## config.mk

```make
export PLATFORM = sky130hd
export DESIGN_NAME = console_uart_tx
export DESIGN_NICKNAME = d
export VERILOG_FILES = /design/src/rtl/console_uart_tx.sv
export SDC_FILE = /design/constraint.sdc
export NUM_CORES = 1
export LEC_CHECK = 0
export CAP_MARGIN = 40
export CORE_MARGIN = 2
export CORE_UTILIZATION = 45
export DETAILED_ROUTE_END_ITERATION = 8
export PLACE_DENSITY = 0.72
export SLEW_MARGIN = 0
export SYNTH_ARGS = -nofsm -noshare
export SYNTH_HDL_FRONTEND = slang
export SYNTH_SLANG_ARGS = --single-unit
```

## constraint.sdc

```tcl
create_clock -name clk -period 6.8 [get_ports clk]
set_input_delay 1.02 -clock clk [delete_from_list [all_inputs] [get_ports clk]]
set_output_delay 1.02 -clock clk [all_outputs]
set_load 0.02 [all_outputs]
```

## src/rtl/console_uart_tx.sv

```systemverilog
// Console store port -> byte FIFO -> 8N1 serializer; push at edge N starts START at edge N+1.
// Never stalls the core: stores to a full FIFO are dropped and counted (saturating) in drop_count.
module console_uart_tx #(
  parameter logic [31:0] CONSOLE_ADDR = 32'h0000_FFFC,
  parameter logic [31:0] STATUS_ADDR  = 32'h0000_FFF8,
  parameter int          CLKS_PER_BIT = 16,
  parameter int          FIFO_DEPTH   = 8
) (
  input  logic        clk,
  input  logic        reset,
  input  logic        memwrite,
  input  logic [31:0] dataadr,
  input  logic [31:0] writedata,
  output logic [31:0] status_rdata,
  output logic        tx,
  output logic        tx_busy,
  output logic        fifo_full,
  output logic        fifo_empty,
  output logic [7:0]  drop_count
);

  localparam int AW = $clog2(FIFO_DEPTH);
  localparam int BW = (CLKS_PER_BIT > 2) ? $clog2(CLKS_PER_BIT) : 1;
  localparam logic [AW:0]   DEPTH_P   = (AW+1)'(FIFO_DEPTH);
  localparam logic [BW-1:0] BAUD_LAST = BW'(CLKS_PER_BIT - 1);

  typedef enum logic [1:0] {IDLE, START, DATA, STOP} state_t;

  state_t        state, state_n;
  logic [BW-1:0] baud_cnt, baud_cnt_n;
  logic [2:0]    bit_cnt, bit_cnt_n;
  logic [7:0]    shreg, shreg_n;
  logic          tx_n;

  logic [7:0]    mem [FIFO_DEPTH];
  logic [AW:0]   wr_ptr, rd_ptr, occ;
  logic [3:0]    occ4;
  logic          push_req, clr_req, push, pop, drop, baud_done;
  logic          unused_wdata;

  assign unused_wdata = ^writedata[31:8];

  assign occ        = wr_ptr - rd_ptr;
  assign occ4       = 4'(occ);
  assign fifo_full  = (occ == DEPTH_P);
  assign fifo_empty = (occ == '0);
  assign tx_busy    = (state != IDLE);
  assign baud_done  = (baud_cnt == BAUD_LAST);

  assign push_req = memwrite && (dataadr == CONSOLE_ADDR);
  assign clr_req  = memwrite && (dataadr == STATUS_ADDR);
  // A pop in the same cycle frees the slot, so a full FIFO still accepts.
  assign push     = push_req && (!fifo_full || pop);
  assign drop     = push_req && !push;

  assign status_rdata = (dataadr == STATUS_ADDR) ?
                        {12'd0, occ4, drop_count, 5'd0, tx_busy, fifo_empty, fifo_full} : 32'd0;

  always_comb begin
    state_n    = state;
    baud_cnt_n = baud_cnt;
    bit_cnt_n  = bit_cnt;
    shreg_n    = shreg;
    pop        = 1'b0;
    case (state)
      IDLE: begin
        if (!fifo_empty) begin
          pop        = 1'b1;
          shreg_n    = mem[rd_ptr[AW-1:0]];
          baud_cnt_n = '0;
          state_n    = START;
        end
      end
      START: begin
        if (baud_done) begin
          baud_cnt_n = '0;
          bit_cnt_n  = '0;
          state_n    = DATA;
        end else begin
          baud_cnt_n = baud_cnt + 1'b1;
        end
      end
      DATA: begin
        if (baud_done) begin
          baud_cnt_n = '0;
          if (bit_cnt == 3'd7) begin
            state_n = STOP;
          end else begin
            bit_cnt_n = bit_cnt + 1'b1;
            shreg_n   = {1'b0, shreg[7:1]};
          end
        end else begin
          baud_cnt_n = baud_cnt + 1'b1;
        end
      end
      STOP: begin
        if (baud_done) begin
          baud_cnt_n = '0;
          // Chain straight into the next frame so back-to-back bytes have no idle gap.
          if (!fifo_empty) begin
            pop     = 1'b1;
            shreg_n = mem[rd_ptr[AW-1:0]];
            state_n = START;
          end else begin
            state_n = IDLE;
          end
        end else begin
          baud_cnt_n = baud_cnt + 1'b1;
        end
      end
      default: state_n = IDLE;
    endcase

    case (state_n)
      START:   tx_n = 1'b0;
      DATA:    tx_n = shreg_n[0];
      default: tx_n = 1'b1;
    endcase
  end

  always_ff @(posedge clk) begin
    if (reset) begin
      state      <= IDLE;
      baud_cnt   <= '0;
      bit_cnt    <= '0;
      shreg      <= '0;
      tx         <= 1'b1;
      wr_ptr     <= '0;
      rd_ptr     <= '0;
      drop_count <= '0;
    end else begin
      state    <= state_n;
      baud_cnt <= baud_cnt_n;
      bit_cnt  <= bit_cnt_n;
      shreg    <= shreg_n;
      tx       <= tx_n;
      if (push) wr_ptr <= wr_ptr + 1'b1;
      if (pop)  rd_ptr <= rd_ptr + 1'b1;
      if (clr_req)
        drop_count <= '0;
      else if (drop && drop_count != 8'hFF)
        drop_count <= drop_count + 1'b1;
    end
  end

  // Storage needs no reset: pointers define which entries are valid.
  always_ff @(posedge clk) begin
    if (push) mem[wr_ptr[AW-1:0]] <= writedata[7:0];
  end

endmodule
```

; ---- After elaboration in Yosys (flattened, before gate mapping)
; Memory sizes are Yosys's and may differ from the RTL's. A register that Yosys moved wholly into a read port is not among the register bits.
; Cells that the tools add are included.
[classes]
n_addsub = 6
eq_ne = 16
muxes = 28
n_reduce_logical = 17
[ops]
columns = cell, count
row1 = $eq 32x16->1 const B, 2
row2 = $mux 8, 4
row3 = $pmux 8 s3, 1
row4 = $mux 20, 1
row5 = $mux 3, 5
row6 = $add 4x1->4 const B, 3
row7 = $mux 2, 5
row8 = $ne 2x2->1 const B, 5
row9 = $add 8x1->8 const B, 1
row10 = $eq 4x4->1 const B, 2
row11 = $mux 4, 2
row12 = $ne 8x8->1 const B, 1
row13 = $pmux 2 s4, 1
row14 = $pmux 4 s2, 1
row15 = $reduce_and 4->1, 2
row16 = $eq 2x2->1 const B, 3
row17 = $pmux 3 s2, 1
row18 = $logic_and 1x1->1, 5
row19 = $mux 1, 5
row20 = $eq 2x1->1 const B, 2
row21 = $logic_not 4->1, 1
row22 = $pmux 1 s2, 2
row23 = $reduce_bool 2->1, 2
row24 = $sub 4x4->4, 1
row25 = other kinds (8), 9
[totals]
register_bits = 34
mem_bits_rw = 64
in_bits = 67
out_inout_bits = 44
elab_cells = 77
n_memories = 1
[memory_table]
columns = name, words, word_bits, read_ports, rd_clocked_by_memory_dff, write_ports, line
row1 = mem, 8, 8, 1, 1, 1, 35  ; logic [7:0] mem [FIFO_DEPTH];

; ---- Depth between registers and ports, before layout
; Gate-level depths: netlist (run 1).
[logic_depth]
ltp_word = 10
mapped_depth = 12
mapped_depth_nobuf = 11

; ---- Least setup slack after synthesis (run 1)
; No wires, ideal clock.
[synth_timing]
path_type = input to output
start = input dataadr[30]
end = output status_rdata[0]
arrival_time_ns = 2.732
t_required_ns = 5.780
path_slack_ns = 3.048
path_stages = 4
path_buffers = 0
path_cell_list = nand4b_1 > or4_4 > or3_2 > nor3_1
[synth_between]
elab_chain_cells = 2
[synth_rtl]
columns = element, line
row1 = from (decl), 12  ; input logic [31:0] dataadr,
row2 = $eq 32x16->1, 56  ; assign status_rdata = (dataadr == STATUS_ADDR) ?
row3 = $mux 20, 56
row4 = to (decl), 14  ; output logic [31:0] status_rdata,
; Every way passes these cells.

; ---- Worst setup path after layout (run 1)
[layout_timing]
start = register wr_ptr[0]
end = output status_rdata[1]
[layout_between]
elab_chain_cells = 3
[layout_rtl]
columns = element, line
row1 = from (decl), 36  ; logic [AW:0] wr_ptr, rd_ptr, occ;
row2 = from (signal assigned), 137  ; if (push) wr_ptr <= wr_ptr + 1'b1;
row3 = $sub 4x4->4, 43  ; assign occ = wr_ptr - rd_ptr;
row4 = $logic_not 4->1, 46  ; assign fifo_empty = (occ == '0);
row5 = $mux 20, 56
; Every way passes these cells.

==> results of run 1 <==
## sequential cells by signal, indices dropped and copies added (netlist names), named ones only
register	cells
shreg	8
state	2
wr_ptr	4
drop_count	8
baud_cnt	4
rd_ptr	4
tx	1
bit_cnt	3
mem	64
## routing by layer
layer	share of wire	GRT usage	wire length, um
met4	0.0093	0.0476	91
met5	0	0	0
met2	0.52	0.312	5110
met1	0.44	0.221	4260
met3	0.032	0.0442	312
## worst min path at each step
stage | slack (ns) | endpoint | cells past startpoint
finish | 0.50 | baud_cnt[1] | 2
global route | 0.53 | baud_cnt[1] | 2
CTS | 0.51 | baud_cnt[1] | 2
detailed placement | 0.48 | shreg[6] | 1
global placement | 0.47 | baud_cnt[1] | 2
floorplan | 0.46 | shreg[7] | 2
## report_power, final
part | internal, uW | switching (uW) | leakage, uW
clock network | 149 | 232 | 0.000106
logic | 232 | 281 | 0.00102
registers | 683 | 50.7 | 0.000876
total | 1060 | 564 | 0.00200
## per-stage QoR
| stage | total power, uW | hold WS (ns) |
|---|---|---|
| after global placement | 1240 | 0.474 |
| after CTS | 1640 | 0.506 |
| after floorplan | 1140 | 0.455 |
| after detailed placement | 1260 | 0.484 |
| after global routing | 1730 | 0.531 |
| final | 1630 | 0.502 |
## cells in the mapped netlist (7+ instances only)
cell and number:
edfxtp_1 64, nor2_1 42, dfxtp_1 37, nand2_1 18
buf_4 17, mux4_2 16, a21oi_1 14, ha_1 13
nor3_1 13, nand3_1 12, and2_1 11, clkbuf_1 10
inv_1 10, mux2i_1 10, xor2_1 10, o21ai_0 7
## layout make-up
class,instances,area (um2)
Sequential cell,101,2660
Inverter,12,45.0
Fill cell,895,4550
Clock inverter,7,88.8
Timing Repair Buffer,79,771
Tap cell,136,170
Multi-Input combinational cell,261,1960
Clock buffer,9,124
## worst max-delay path, stage by stage (launching register included)
cell             delay, ns
dfxtp_1               0.39
inv_1                 0.09
ha_1                  0.22
inv_1                 0.07
fa_1                  0.42
or3b_1                0.53
or3_1                 0.74
nor2_1                0.19
clkdlybuf4s50_1       0.64
## logic make-up after synthesis
logic type	Yosys count	synth area share
adder cells (fa/ha/maj)	14	0.0379
buffers and inverters	45	0.0532
XOR/XNOR	12	0.0218
multiplexers	26	0.0955
AO/OA/AOI/OAI	58	0.0839
AND/OR/NAND/NOR	134	0.154
flip-flops	101	0.552
other	1	0.000778
==> results.sh, run 1 <==
export IMPL_status="finished, final reports clean"
export IMPL_layout_commonest_cell="clkdlybuf4s50_1"
export IMPL_critical_path_peak_fanout=22
export IMPL_layout_nets=545
export IMPL_std_cell_core_area_um2=10400
export IMPL_path_class="register to output pin"
export IMPL_synth_distinct_cells=60
export IMPL_die_outline_area_um2=11600
export IMPL_cp_data_required_time_ns=5.78
export IMPL_design_portCount=111
export IMPL_cts_path_max_buffers=2
export IMPL_cts_resized=0
export IMPL_dieWidth_um=107
export IMPL_synth_top_area_share=0.399
export IMPL_report_final_slew_viol_count=0
export IMPL_final_hold_viol_count=0
export IMPL_drive_above_1_share=0.107
export IMPL_clkSlewWorstSetupHoldPaths_ns=0.11
export IMPL_first_global_vias=3171
export IMPL_num_vias=3286
export IMPL_rsz0062_at_grt="false"
export IMPL_final_cell_area_um2=5820
export IMPL_num_rows=37
export IMPL_ctsHoldBuffers=0
export IMPL_area_delta_synth_final_pct=20.8
export IMPL_cts_tree="built"
export IMPL_postPlaceCellArea_um2=5600
export IMPL_dieHeight_um=107
export IMPL_cts_htree_levels=3
export IMPL_final_core_util=0.561
export IMPL_maximum_number_of_pins_on_one_net_before_global_route_repair=28
export IMPL_grt_overflow_total=0
export IMPL_route_antenna_remaining_nets=0
export IMPL_yosys_area_top_type="edfxtp_1"
export IMPL_startpoint_type="register"
export IMPL_place_port_buffers=69
export IMPL_yosysSeqAreaShare=0.552
export IMPL_power_static_leakage_uw=0.00200
export IMPL_cts_root_buffer="clkbuf_8"
export IMPL_grt_first_pass_wirelength_um=15900
export IMPL_setup_tns_final_ns=0
export IMPL_post_route_period_util=0.688
export IMPL_numClockSinks=101
export IMPL_capturing_instance_or_port_of_the_critical_path="status_rdata[1]"
export IMPL_reg2reg_slack_ns=3.28
export IMPL_routed_wire_length_per_instance_um=16.2
export IMPL_power_density_over_cell_area_nw_per_um2=280
export IMPL_clock_insertion_delay_worst_skew_ns=0.37
export IMPL_drc=0
export IMPL_initialDrtViolationCount=168
export IMPL_cts_made_buffers=9
export IMPL_detail_route_first_pass_iterations=4
export IMPL_hold_path_startpoint="baud_cnt[1]"
export IMPL_vdd_ir_drop_worst_mv=0.194
export IMPL_fin_worst_skew_ns=0.0124
export IMPL_critical_path_startpoint="wr_ptr[0]"
export IMPL_cp_end_kind="output pin"
export IMPL_worst_slew_margin_rel=0.426
export IMPL_synthesis_yosys_warnings=0
export IMPL_setup_slack_ns=2.12
export IMPL_synth_seq_cells=101
export IMPL_place_hpwl_um=7190
export IMPL_hp_class="register to register"
export IMPL_gp_congestion=0.821
export IMPL_rr_worst_depth=10
export IMPL_placement_setup_worst_slack_ns=1.91
export IMPL_rr_endpoint="tx"
export IMPL_ys_async_sr_fraction=0
export IMPL_floorplan_initialDensity=0.465
export IMPL_layout_cells_most_common_list="clkdlybuf4s50_1 (69), edfxtp_1 (64), nor2_1 (42)"
export IMPL_synth_top_flop_cell="edfxtp_1"
export IMPL_synthTopCellsByArea="edfxtp_1 (40%), dfxtp_1 (15%), mux4_2 (7.5%)"
export IMPL_drv_cap=0
export IMPL_min_period_ns=4.68
export IMPL_synthesis_area_um2=4820
export IMPL_routed_wirelength_um=9780
export IMPL_cp_data_arrival_time_ns=3.66
export IMPL_worst_reg2reg_path_startpoint="wr_ptr[0]"
export IMPL_cts_setup_buffers=0
export IMPL_antenna_cells_inserted=0
export IMPL_placed_cells_incl_taps=588
export IMPL_timing_fmax_ghz=0.214
export IMPL_routed_via_density=5.43
export IMPL_syn_avg_cell_area_um2=12.3
export IMPL_post_layout_nonfiller_instances=605
export IMPL_grt_antenna_before_repair=0
export IMPL_synth_enable_flop_cells=64
export IMPL_grtUsageTotal=0.179
export IMPL_worst_slew_pin_slew_ns=0.858
export IMPL_syn_instance_count=391
export IMPL_setup_viol_count_final=0
(Power assumes the default switching activity.)
==> run 2: changes to the inputs <==
==> constraint.sdc (replaced) <==
create_clock -name clk -period 4.85 [get_ports clk]
set_input_delay 0.7275 -clock clk [delete_from_list [all_inputs] [get_ports clk]]
set_output_delay 0.7275 -clock clk [all_outputs]
set_load 0.02 [all_outputs]
==> run 2 against run 1 <==
Flip-flop and latch count stayed put. Cell area unchanged. Hold slack got worse by 0.0052 ns. Power up 41%. Worst setup slack worse by 1.7 ns. Register-to-register slack got worse by 1.9 ns. Sequential share of layout area unchanged.
==> results.sh, run 2 (synthesis results as in run 1) <==
export IMPL_cp_end_kind="output pin"
export IMPL_area_delta_synth_final_pct=20.8
export IMPL_worst_reg2reg_path_startpoint="wr_ptr[0]"
export IMPL_layout_commonest_cell="clkdlybuf4s50_1"
export IMPL_gp_congestion=0.826
export IMPL_layout_cells_most_common_list="clkdlybuf4s50_1 (69), edfxtp_1 (64), nor2_1 (42)"
export IMPL_power_share_combinational=0.315
export IMPL_worstPathCellList="inv_1 -> ha_1 -> inv_1 -> fa_1 -> or3b_1 -> or3_1 -> nor2_1 -> clkdlybuf4s50_1"
export IMPL_routed_wirelength_um=9540
export IMPL_cts_htree_levels=3
export IMPL_antenna_cells_inserted=0
export IMPL_status="finished, final reports clean"
export IMPL_setup_viol_count_final=0
export IMPL_layout_nets=545
export IMPL_report_final_slew_viol_count=0
export IMPL_seq_power_share=0.447
export IMPL_initialDrtViolationCount=224
export IMPL_maximum_number_of_pins_on_one_net_before_global_route_repair=28
export IMPL_cts_path_max_buffers=2
export IMPL_startpoint_type="register"
export IMPL_num_vias=3217
export IMPL_numClockSinks=101
export IMPL_clock_insertion_delay_worst_skew_ns=0.36
export IMPL_largest_register_ffs=64
export IMPL_worst_slew_margin_rel=0.445
export IMPL_swShare=0.332
export IMPL_worst_path_buf_inv=3
export IMPL_capturing_instance_or_port_of_the_critical_path="status_rdata[1]"
export IMPL_cp_data_arrival_time_ns=3.67
export IMPL_power_density_over_cell_area_nw_per_um2=395
export IMPL_timing_fmax_ghz=0.228
export IMPL_setup_tns_final_ns=0
export IMPL_rsz0062_at_grt="false"
export IMPL_path_class="register to output pin"
export IMPL_cpMaxStageDelayCell="or3_1"
export IMPL_routed_via_density=5.32
export IMPL_cts_setup_buffers=0
export IMPL_cts_resized=0
export IMPL_final_core_util=0.561
export IMPL_cp_data_required_time_ns=4.12
export IMPL_std_cell_core_area_um2=10400
export IMPL_drc=0
export IMPL_internal_power_summed_over_all_cells_uw=1540
export IMPL_final_hold_viol_count=0
export IMPL_floorplan_initialDensity=0.465
export IMPL_place_port_buffers=69
export IMPL_grt_antenna_before_repair=0
export IMPL_vdd_ir_drop_worst_mv=0.223
export IMPL_critical_path_startpoint="wr_ptr[0]"
export IMPL_hold_slack_ns=0.497
export IMPL_reg2reg_slack_ns=1.34
export IMPL_placement_setup_worst_slack_ns=0.818
export IMPL_setup_slack_ns=0.457
export IMPL_clock_power_share=0.238
export IMPL_rr_endpoint="tx"
export IMPL_rr_worst_depth=10
export IMPL_detail_route_first_pass_iterations=5
export IMPL_grtUsageTotal=0.175
export IMPL_num_rows=37
export IMPL_clkSlewWorstSetupHoldPaths_ns=0.10
export IMPL_grt_first_pass_wirelength_um=15700
export IMPL_ctsHoldBuffers=0
export IMPL_power_net_switching_uw=764
export IMPL_worst_slew_pin_slew_ns=0.832
export IMPL_power_static_leakage_uw=0.00201
export IMPL_crit_family="simple AND/OR/NAND/NOR gates"
export IMPL_place_hpwl_um=7100
export IMPL_max_stage_delay_ns=0.75
export IMPL_drv_cap=0
export IMPL_crit_cells=8
export IMPL_cts_tree="built"
export IMPL_first_global_vias=3113
export IMPL_design_portCount=111
export IMPL_hp_class="register to register"
export IMPL_dieWidth_um=107
export IMPL_min_period_ns=4.39
export IMPL_routed_wire_length_per_instance_um=15.8
export IMPL_critPathMostFrequentCell="inv_1"
export IMPL_drive_above_1_share=0.107
export IMPL_cts_made_buffers=9
export IMPL_route_antenna_remaining_nets=0
export IMPL_grt_overflow_total=0
export IMPL_die_outline_area_um2=11600
export IMPL_dieHeight_um=107
export IMPL_cts_root_buffer="clkbuf_8"
export IMPL_fin_worst_skew_ns=0.0112
export IMPL_critical_path_peak_fanout=22
export IMPL_post_route_period_util=0.906
-- run 2: final cells by class --
type,instances,area (um2)
fill,868,4550
sequential,101,2660
multi-input combinational,261,1960
timing repair buffer,79,773
tap,136,170
clock buffer,9,124
clock inverter,7,86.3
inverter,12,45.0
-- run 2: stage by stage --
stage / cells / power, uW / cell area [um2]
floorplan: 407 / 1600 / 4880
global placement: 583 / 1740 / 5560
detailed placement: 588 / 1770 / 5600
CTS: 604 / 2320 / 5810
global route: 605 / 2450 / 5820
finish: 605 / 2300 / 5820
-- run 2: worst min path at each step --
stage                        to        start  cells past startpoint  slack, ns
floorplan              shreg[7]     shreg[7]                      2       0.46
global route           shreg[6]     shreg[7]                      1       0.53
finish              baud_cnt[1]  baud_cnt[1]                      2       0.50
CTS                 baud_cnt[1]  baud_cnt[1]                      2       0.49
detailed placement  baud_cnt[1]  baud_cnt[1]                      2       0.48
global placement      wr_ptr[0]    wr_ptr[0]                      2       0.47
-- run 2: layer usage --
layer | vias up | global-route usage | routed length [um]
met5 | - | 0 | 0
met4 | 0 | 0.0467 | 78
met3 | 10 | 0.0339 | 344
met2 | 64 | 0.298 | 4950
met1 | 1552 | 0.229 | 4170
li1 | 1591 | - | -
-- run 2: worst register-to-register path: cells and delay by family, from the launching register on --
family	cells	cell delay, ns
compound gates	3	0.75
fa+ha+maj	2	0.64
buf+inv	3	0.34
flops	1	0.39
simple gates	2	1.29
-- run 2: power groups by stage --
| stage | Combinational [uW] | Sequential [uW] | Clock, uW |
|---|---|---|---|
| final | 725 | 1030 | 547 |
| after global routing | 808 | 1040 | 602 |
| after CTS | 728 | 1030 | 564 |
| after detailed placement | 724 | 1050 | 0 |
| after global placement | 679 | 1060 | 0 |
| after floorplan | 593 | 1010 | 0 |
==> run 3: changes to the inputs <==
--- a/config.mk
+++ b/config.mk
@@ -5,11 +5,12 @@
 export SDC_FILE = /design/constraint.sdc
 export NUM_CORES = 1
 export LEC_CHECK = 0
+export ABC_AREA = 1
 export CAP_MARGIN = 40
 export CORE_MARGIN = 2
 export CORE_UTILIZATION = 45
 export DETAILED_ROUTE_END_ITERATION = 8
-export PLACE_DENSITY = 0.72
+export PLACE_DENSITY = 0.71
 export SLEW_MARGIN = 0
 export SYNTH_ARGS = -nofsm -noshare
 export SYNTH_HDL_FRONTEND = slang
==> run 3 against run 2 <==
Clock power is 26% higher. Maximum frequency is 12% higher. Sequential share of layout area is 3.4 points lower. Flip-flop and latch count stayed put. Power is 15% higher. Critical path depth is 2 higher. Register-to-register slack better by 0.53 ns. Die area is 7.5% higher. First-iteration DRC count is 23% higher. Area after synthesis is 7.8% higher. Cell count is 40% higher. Critical path type unchanged. Largest cell class unchanged.
==> results.sh, run 3 <==
export IMPL_status="finished, final reports clean"
export IMPL_syn_instance_count=625
export IMPL_grt_antenna_before_repair=0
export IMPL_design_portCount=111
export IMPL_final_hold_viol_count=0
export IMPL_gp_congestion=0.850
export IMPL_numClockSinks=101
export IMPL_num_vias=4307
export IMPL_syn_avg_cell_area_um2=8.31
export IMPL_cts_resized=0
export IMPL_report_final_slew_viol_count=0
export IMPL_worst_slew_margin_rel=0.423
export IMPL_route_antenna_remaining_nets=0
export IMPL_post_route_period_util=0.808
export IMPL_place_hpwl_um=7990
export IMPL_layout_nets=777
export IMPL_num_rows=39
export IMPL_yosys_area_top_type="edfxtp_1"
export IMPL_max_stage_delay_ns=0.65
export IMPL_cts_tree="built"
export IMPL_grt_first_pass_wirelength_um=18800
export IMPL_setup_tns_final_ns=0
export IMPL_critPathMostFrequentCell="inv_1"
export IMPL_dieHeight_um=111
export IMPL_vdd_ir_drop_worst_mv=0.191
export IMPL_min_period_ns=3.92
export IMPL_postPlaceCellArea_um2=6000
export IMPL_worstHoldPathCells=2
export IMPL_cp_data_arrival_time_ns=3.19
export IMPL_worst_reg2reg_path_startpoint="wr_ptr[2]"
export IMPL_routed_via_density=5.10
export IMPL_rr_endpoint="mem[5][6]"
export IMPL_detail_route_first_pass_iterations=5
export IMPL_rr_worst_depth=8
export IMPL_cts_setup_buffers=0
export IMPL_synth_distinct_cells=39
export IMPL_reg2reg_slack_ns=1.87
export IMPL_largest_register_ffs=64
export IMPL_setup_viol_count_final=0
export IMPL_startpoint_type="register"
export IMPL_cts_htree_levels=3
export IMPL_cp_end_kind="output pin"
export IMPL_std_cell_core_area_um2=11300
export IMPL_place_port_buffers=69
export IMPL_power_density_over_cell_area_nw_per_um2=420
export IMPL_worstPathCellList="inv_1 -> ha_1 -> inv_1 -> fa_1 -> inv_1 -> nand2_1 -> nor2_8 -> nand3_2 -> inv_1 -> clkdlybuf4s50_1"
export IMPL_antenna_cells_inserted=0
export IMPL_cts_made_buffers=9
export IMPL_drive_above_1_share=0.0656
export IMPL_final_core_util=0.556
export IMPL_first_global_vias=4062
export IMPL_worst_slew_pin_slew_ns=0.862
export IMPL_critical_path_startpoint="wr_ptr[0]"
export IMPL_path_class="register to output pin"
export IMPL_synthesis_yosys_warnings=0
export IMPL_ys_async_sr_fraction=0
export IMPL_synth_seq_cells=101
export IMPL_yosysSeqAreaShare=0.512
export IMPL_worstHoldEndpoint="shreg[1]"
export IMPL_layout_commonest_cell="nand2_1"
export IMPL_ctsHoldBuffers=0
export IMPL_hold_slack_ns=0.465
export IMPL_routed_wire_length_per_instance_um=13.6
export IMPL_cts_root_buffer="clkbuf_16"
export IMPL_routed_wirelength_um=11500
export IMPL_yosysMostFrequentCell="nand2_1"
export IMPL_synth_commonest_cells="nand2_1 (199), nand3_1 (66), edfxtp_1 (64)"
export IMPL_synth_top_flop_cell="edfxtp_1"
export IMPL_grt_overflow_total=0
export IMPL_die_outline_area_um2=12400
export IMPL_synth_enable_flop_cells=64
export IMPL_rsz0062_at_grt="false"
export IMPL_hold_path_startpoint="shreg[1]"
export IMPL_cp_data_required_time_ns=4.12
export IMPL_drc=0
export IMPL_critical_path_peak_fanout=13
export IMPL_fin_worst_skew_ns=0.00906
export IMPL_cts_path_max_buffers=2
export IMPL_layout_cells_most_common_list="nand2_1 (199), clkdlybuf4s50_1 (69), nand3_1 (66)"
export IMPL_synth_top_area_share=0.370
export IMPL_synthesis_area_um2=5200
export IMPL_clock_insertion_delay_worst_skew_ns=0.35
export IMPL_layout_filler_cells=1029
export IMPL_floorplan_initialDensity=0.459
export IMPL_power_static_leakage_uw=0.00249
export IMPL_clkSlewWorstSetupHoldPaths_ns=0.07
export IMPL_synthTopCellsByArea="edfxtp_1 (37%), nand2_1 (14%), dfxtp_1 (14%)"
export IMPL_area_delta_synth_final_pct=21.2
export IMPL_maximum_number_of_pins_on_one_net_before_global_route_repair=34
export IMPL_timing_fmax_ghz=0.255
export IMPL_final_cell_area_um2=6300
export IMPL_hp_class="register to register"
export IMPL_initialDrtViolationCount=275
export IMPL_cpMaxStageDelayCell="clkdlybuf4s50_1"
export IMPL_dieWidth_um=111
export IMPL_grtUsageTotal=0.189
export IMPL_drv_cap=0
-- run 3: cell type report --
| cell class | count | area (um2) | share of cell area |
|---|---|---|---|
| clock buffers | 9 | 225 | 0.0358 |
| inverters | 54 | 205 | 0.0326 |
| flip-flops and latches | 101 | 2660 | 0.423 |
| repair buffers | 77 | 771 | 0.122 |
| well taps | 143 | 179 | 0.0284 |
| multi-input cells | 453 | 2190 | 0.348 |
| clock inverters | 7 | 62.6 | 0.00994 |
-- run 3: critical path, delay by kind of cell, from the launching register on --
family / cells / cell delay (ns)
AND/OR/NAND/NOR: 3 / 0.67
adder cells (fa/ha/maj): 2 / 0.63
flip-flops: 1 / 0.38
buffers and inverters: 5 / 1.16
-- run 3: worst max path at each step --
stage / cells after the start / end
floorplan: 10 / status_rdata[1]
global placement: 10 / status_rdata[0]
detailed placement: 10 / status_rdata[0]
CTS: 10 / fifo_empty
global route: 10 / fifo_empty
finish: 10 / fifo_empty
-- run 3: metrics by stage --
step | power, uW | cells | setup slack, ns
3_5_place_dp | 1960 | 827 | 1.18
5_1_grt | 2810 | 844 | 0.771
4_1_cts | 2660 | 843 | 0.909
6_report | 2650 | 844 | 0.932
3_3_place_gp | 1920 | 821 | 1.23
2_1_floorplan | 1720 | 641 | 2.07
-- run 3: power by group --
part	switching, uW	leakage, uW	internal, uW	total, uW
registers	57.8	0.000876	970	1030
logic	605	0.00148	322	927
clock network	333	0.000133	359	691
-- run 3: cell families (layout without fill, tap and decap cells) --
group / Yosys count / count (layout) / synth area share
DFF: 101 / 101 / 0.512
xor gates and xnor gates: 9 / 9 / 0.0152
AOI/OAI and AO/OA: 51 / 51 / 0.0532
adders and majority gates: 14 / 14 / 0.0352
and+or+nand+nor: 362 / 362 / 0.306
other: 1 / 17 / 0.000722
buffers and inverters: 87 / 147 / 0.0775
-- run 3: layer usage --
layer	GRT usage	up-vias	routed length (um)
li1	-	2162	-
met1	0.236	1982	4960
met2	0.325	145	5670
met3	0.0381	18	680
met4	0.0700	0	171
met5	0	-	0
